**src/rtl/fifosc_arbiter.sv**
```systemverilog
// Round-robin write arbiter and read sequencer sharing one external single-clock FIFO.
// Occupancy is tracked locally so only operations the FIFO will honour are ever issued.
module fifosc_arbiter #(
    parameter int DATA_WIDTH = 4,
    parameter int NUM_REQ    = 4,
    parameter int FIFO_DEPTH = 7,
    parameter int LVL_W      = 3
) (
    input  logic                          clk_i,
    input  logic                          rst_n_i,
    input  logic [NUM_REQ-1:0]            req_i,
    input  logic [NUM_REQ*DATA_WIDTH-1:0] req_data_i,
    output logic [NUM_REQ-1:0]            gnt_o,
    input  logic                          rd_req_i,
    output logic                          rd_ack_o,
    output logic                          rd_valid_o,
    output logic [DATA_WIDTH-1:0]         rd_data_o,
    input  logic                          flush_req_i,
    output logic                          busy_o,
    output logic [LVL_W-1:0]              level_o,
    output logic                          fifo_flush_o,
    output logic                          fifo_insert_o,
    output logic                          fifo_remove_o,
    output logic [DATA_WIDTH-1:0]         fifo_di_o,
    input  logic [DATA_WIDTH-1:0]         fifo_do_i
);

    localparam int PTR_W = (NUM_REQ > 1) ? $clog2(NUM_REQ) : 1;
    localparam logic [LVL_W-1:0] DEPTH_L = LVL_W'(FIFO_DEPTH);
    localparam logic [PTR_W-1:0] LAST_L  = PTR_W'(NUM_REQ - 1);

    typedef enum logic [1:0] {
        ST_INIT,
        ST_RUN,
        ST_FLUSH
    } state_t;

    state_t                state_q, state_d;
    logic [LVL_W-1:0]      level_q, level_d;
    logic [PTR_W-1:0]      rrPtr_q, rrPtr_d;
    logic                  flush_q, flush_d;
    logic                  insert_q, insert_d;
    logic                  remove_q, remove_d;
    logic                  rdValid_q;
    logic [DATA_WIDTH-1:0] di_q, di_d;

    logic                  running;
    logic                  writeOk;
    logic                  readOk;
    logic                  writeAcc;
    logic                  readAcc;
    logic [NUM_REQ-1:0]    gnt;
    logic [PTR_W-1:0]      winIdx;
    logic [DATA_WIDTH-1:0] winData;
    logic                  found;
    logic [PTR_W:0]        pos;

    // A pending flush request suppresses both sides in the same cycle.
    assign running  = (state_q == ST_RUN) && !flush_req_i;
    assign writeOk  = running && (level_q < DEPTH_L);
    assign readOk   = running && (level_q != '0);
    assign readAcc  = readOk && rd_req_i;
    assign writeAcc = |gnt;

    always_comb begin
        gnt    = '0;
        winIdx = '0;
        found  = 1'b0;
        pos    = '0;
        for (int k = 0; k < NUM_REQ; k++) begin
            pos = {1'b0, rrPtr_q} + (PTR_W+1)'(k);
            if (pos >= (PTR_W+1)'(NUM_REQ)) begin
                pos = pos - (PTR_W+1)'(NUM_REQ);
            end
            if (!found && writeOk && req_i[pos[PTR_W-1:0]]) begin
                found               = 1'b1;
                winIdx              = pos[PTR_W-1:0];
                gnt[pos[PTR_W-1:0]] = 1'b1;
            end
        end
    end

    always_comb begin
        winData = '0;
        for (int j = 0; j < NUM_REQ; j++) begin
            if (gnt[j]) begin
                winData = req_data_i[j*DATA_WIDTH +: DATA_WIDTH];
            end
        end
    end

    always_comb begin
        state_d  = state_q;
        flush_d  = 1'b0;
        level_d  = level_q;
        rrPtr_d  = rrPtr_q;
        insert_d = writeAcc;
        remove_d = readAcc;
        di_d     = di_q;
        case (state_q)
            ST_INIT:  state_d = ST_RUN;
            ST_RUN: begin
                if (flush_req_i) begin
                    state_d = ST_FLUSH;
                    flush_d = 1'b1;
                    level_d = '0;
                end else begin
                    level_d = level_q + LVL_W'(writeAcc) - LVL_W'(readAcc);
                end
            end
            ST_FLUSH: state_d = ST_RUN;
            default:  state_d = ST_INIT;
        endcase
        if (writeAcc) begin
            rrPtr_d = (winIdx == LAST_L) ? '0 : winIdx + PTR_W'(1);
            di_d    = winData;
        end
    end

    // Reset lands in INIT with the flush strobe already raised for the following cycle.
    always_ff @(posedge clk_i) begin
        if (!rst_n_i) begin
            state_q   <= ST_INIT;
            level_q   <= '0;
            rrPtr_q   <= '0;
            flush_q   <= 1'b1;
            insert_q  <= 1'b0;
            remove_q  <= 1'b0;
            rdValid_q <= 1'b0;
            di_q      <= '0;
        end else begin
            state_q   <= state_d;
            level_q   <= level_d;
            rrPtr_q   <= rrPtr_d;
            flush_q   <= flush_d;
            insert_q  <= insert_d;
            remove_q  <= remove_d;
            rdValid_q <= remove_q;
            di_q      <= di_d;
        end
    end

    assign gnt_o         = gnt;
    assign rd_ack_o      = readOk;
    assign rd_valid_o    = rdValid_q;
    assign rd_data_o     = fifo_do_i;
    assign busy_o        = (state_q != ST_RUN);
    assign level_o       = level_q;
    assign fifo_flush_o  = flush_q;
    assign fifo_insert_o = insert_q;
    assign fifo_remove_o = remove_q;
    assign fifo_di_o     = di_q;

endmodule

```
**config.mk**
```make
export PLATFORM = sky130hd
export DESIGN_NAME = fifosc_arbiter
export DESIGN_NICKNAME = d
export VERILOG_FILES = /design/src/rtl/fifosc_arbiter.sv
export SDC_FILE = /design/constraint.sdc
export NUM_CORES = 1
export LEC_CHECK = 0
export ABC_AREA = 1
export CORE_ASPECT_RATIO = 1.1
export CORE_UTILIZATION = 30
export CTS_CLUSTER_DIAMETER = 200
export DETAILED_ROUTE_END_ITERATION = 8
export SETUP_SLACK_MARGIN = 0.2
export SLEW_MARGIN = 10
export SYNTH_ARGS = -nofsm -noshare
export SYNTH_HDL_FRONTEND = slang
export SYNTH_SLANG_ARGS = --single-unit
export TNS_END_PERCENT = 100
```
**constraint.sdc**
```tcl
create_clock -name clk_i -period 9.3 [get_ports clk_i]
set_input_delay 1.86 -clock clk_i [delete_from_list [all_inputs] [get_ports clk_i]]
set_output_delay 1.86 -clock clk_i [all_outputs]
set_load 0.005 [all_outputs]
```
==> flow_results.org <==
** Timing
- Highest clock frequency the design can meet :: 173 MHz
- The number of failing hold endpoints at the final stage is 0.
- Worst-case clock skew :: 0.00173 ns
- Setup violations remaining at the end of the flow were counted as 0.
- Hold_ws :: 0.422 ns
- Of the available clock period, the critical path in the final layout requires 0.623.
- In the post-route analysis, the smallest setup slack over all paths is 3.51 ns.
- Post-route minimum period :: 5.79 ns
- Measured against its own limit, the worst slew margin works out to 0.646.
- Setup repair after global routing missed its margin :: false
- Setup total negative slack on the finished layout was measured at 0 ns.
- Slew Viols, Final :: 0
- At the pin with the least slew margin, the transition time is 0.530 ns.

** Finish
- Area growth syn-to-layout :: 31.6%
- # fillers :: 517
- Number of nets in the final layout :: 284
- Ant. Diodes :: 0
- Fraction of layout instances using a drive strength above 1 :: 0.201
- Once layout is complete, the utilization of the core stands at 0.413.

** Die
- Number of ports placed on the die boundary :: 49
- The floorplan has 26 rows.
- Area of the die :: 5180 um2
- Width of the chip :: 68.7 um
- Initial Utilization :: 0.314
- Vertical die dimension :: 75.4 um
- Core area :: 4680 um2

** Clocking
- Clock slew seen by the registers of the worst setup and hold paths :: 0.06 ns
- For the worst-skew pair, the clock arrives at the later sink with an insertion delay of 0.24 ns.
- TritonCTS built the clock tree.
- The tree is rooted in a sky130_fd_sc_hd__clkbuf_8.
- The tree built by TritonCTS fans out to 15 sinks.
- Post-CTS setup buffer count :: 0
- CTS buffer count :: 3
- Maximum count of clock buffers along a single path :: 2
- Number of instances resized during post-cts repair :: 0
- Depth of the CTS H-tree :: 1
- Number of hold-repair buffers added at the cts stage :: 0

** GRT
- Initial antenna violation count :: 0
- Summed over all layers, the global routing overflow is 0.
- The first global-routing pass estimated 5000 um of wire.
- The number of global-route vias before repair came to 1222.
- GRT Overall Usage :: 0.125
- Entering global routing, the biggest net connects 13 pins.

** Logic synthesis
- Mux cell area share after synthesis :: 0
- Cell type contributing the most total cell area after synthesis :: sky130_fd_sc_hd__dfxtp_1
- Post-synth cell types :: 28
- Largest family of logic cells by synthesized area :: simple AND/OR/NAND/NOR gates
- Synthesis produced a netlist with a net count of 245.
- Of the total synthesized cell area, the portion taken by full adders, half adders and majority gates is 0.0988.
- Portion of synthesized cell area occupied by the leading cell type :: 0.204
- After synthesis, the mean cell area works out to 7.13 um2.
- Ranking of synthesized cells by area :: sky130_fd_sc_hd__dfxtp_1, sky130_fd_sc_hd__nand2_1, sky130_fd_sc_hd__ha_1
- The share of the Yosys chip area taken by registers is 0.204.
- Summing every instance area after synthesis gives 1470 um2.
- Xor/xnor share of the synthesized area :: 0.00596
- Complex-gate fraction of the synthesized area :: 0.0511
- Synthesis produced 206 cells.
- Synthesis inferred 15 register bits.
- Number of warnings reported in the yosys synthesis log :: 0
- Of the total synthesized cell area, the portion taken by AND, OR, NAND and NOR gates is 0.524.

** Placed design
- The congestion estimate from routability-driven global placement came to 0.864.
- The HPWL after detailed placement is 2440 um.
- During placement, the flow inserted port buffers numbering 40.
- At the placement stage, the worst setup path has a slack of 3.51 ns.

** Route
- The count of nets left with antenna violations once routing finished came out at 0.
- Initial DRC Count :: 42
- Number of remaining DRC errors :: 0
- Via count :: 1320
- Average wire per cell in the routed design :: 10.1 um
- Post-detailed-route via-to-cell ratio :: 4.40
- Total length of routed wires :: 3020 um
- The pre-antenna-repair detailed-routing pass consisted of 4 iterations.

** Hold path
- Worst hold path startpoint :: fifo_remove_o$_SDFF_PN0_
- For hold timing, the worst endpoint is rd_valid_o$_SDFF_PN0_.
- HP Class :: reg2reg
- Worst hold path cell count :: 2

** Pwr
- Total Power :: 306 uW
- Power spread over the standard cell area amounts to 158 nW/um2.
- Total leakage power :: 0.927 nW
- The worst-case IR drop observed on VDD is 63.4 uV.

** Worst setup path
- End of the worst register-to-register path :: level_o[1]$_SDFFE_PN0N_
- For the worst setup path, the data arrival time is 3.93 ns.
- Worst reg2reg path depth :: 19
- The critical path is of the in2out type.
- The worst setup path is launched from a primary input.
- Setup slack on the worst reg-to-reg path comes out at 5.46 ns.
- At the worst endpoint, the required time is 7.44 ns.
- Max FO, Critical Path :: 12
- Type of destination of the critical path :: output pin

** Outcome
- The run finished with clean final reports.

** Job
- Number of max-capacitance violations reported :: 0
synthesized netlist by cell type, drive strengths merged:
cell    number
nand2       78
inv         26
nand3       24
nor2        20
dfxtp       15
a21oi       12
ha          10
buf          6
nor3         3
o21ai        3
clkinv       2
nand4        2
fa           1
nand3b       1
nor4         1
or2          1
xor2         1
layer usage:
metal  wire (um)  GRT usage  up-vias
met2        1460      0.224       30
met1        1390      0.155      567
met4          25     0.0408        0
li1            -          -      719
met3         151     0.0120        4
met5           0          0        -
cell families after synthesis:
logic type	count (synthesis)
adder cells (fa/ha/maj)	11
AO/OA/AOI/OAI	15
buffers and inverters	34
XOR/XNOR	1
flip-flops	15
AND/OR/NAND/NOR	130
power breakdown:
group | switching [mW] | internal (mW)
clock network | 0.0217 | 0.0296
registers | 0.0108 | 0.0706
logic | 0.107 | 0.0661
layout make-up:
cell class / instances / area (um2) / share of cell area
clock inverter: 1 / 5.00 / 0.00259
sequential: 15 / 300 / 0.155
multi-input combinational: 157 / 998 / 0.517
clock buffer: 3 / 41.3 / 0.0214
timing repair buffer: 40 / 400 / 0.207
inverter: 28 / 118 / 0.0608
tap: 56 / 70.1 / 0.0362
how the worst max path moves through the flow:
stage,from,to,slack [ns],cells past startpoint
after floorplan,flush_req_i,gnt_o[2],4.67,8
after global placement,flush_req_i,gnt_o[3],3.53,9
after detailed placement,flush_req_i,gnt_o[3],3.51,9
after CTS,flush_req_i,gnt_o[3],3.51,9
after global routing,flush_req_i,gnt_o[3],3.35,9
final,flush_req_i,gnt_o[3],3.51,9
through the flow:
stage	cell area (um2)	instances
3_5_place_dp	1890	296
3_3_place_gp	1890	296
4_1_cts	1930	300
6_report	1930	300
2_1_floorplan	1470	206
5_1_grt	1930	300
critical path, cell delays in order:
cell	delay, ns
sky130_fd_sc_hd__clkdlybuf4s50_1	0.41
sky130_fd_sc_hd__inv_2	0.07
sky130_fd_sc_hd__nand3_2	0.19
sky130_fd_sc_hd__nor2_8	0.18
sky130_fd_sc_hd__nand2_4	0.08
sky130_fd_sc_hd__nor2_4	0.27
sky130_fd_sc_hd__nand3_1	0.18
sky130_fd_sc_hd__nand3_4	0.16
sky130_fd_sc_hd__clkdlybuf4s50_1	0.51
layout by cell type (no fill, tap or decap), types with 3 or more instances in the layout:
| cell | instances |
|---|---|
| sky130_fd_sc_hd__nand2_2 | 4 |
| sky130_fd_sc_hd__nand3_1 | 8 |
| sky130_fd_sc_hd__inv_1 | 20 |
| sky130_fd_sc_hd__ha_1 | 10 |
| sky130_fd_sc_hd__nand2_4 | 7 |
| sky130_fd_sc_hd__dfxtp_1 | 15 |
| sky130_fd_sc_hd__clkbuf_8 | 3 |
| sky130_fd_sc_hd__nor2_1 | 9 |
| sky130_fd_sc_hd__o21ai_0 | 3 |
| sky130_fd_sc_hd__nand3_4 | 4 |
| sky130_fd_sc_hd__a21oi_1 | 12 |
| sky130_fd_sc_hd__nor2_2 | 6 |
| sky130_fd_sc_hd__nor3_1 | 3 |
| sky130_fd_sc_hd__nor2_4 | 4 |
| sky130_fd_sc_hd__nand3_2 | 12 |
| sky130_fd_sc_hd__clkdlybuf4s50_1 | 40 |
| sky130_fd_sc_hd__nand2_1 | 67 |
| sky130_fd_sc_hd__inv_2 | 4 |
flip-flops by register name (all words and copies together) (netlist names), named ones only:
signal and count:
rd_valid_o 1, fifo_flush_o 1, fifo_di_o 4, level_o 3, rrPtr_q 1, state_q 2, fifo_insert_o 1, fifo_remove_o 1
No activity file was read; power rests on OpenSTA's default activity.
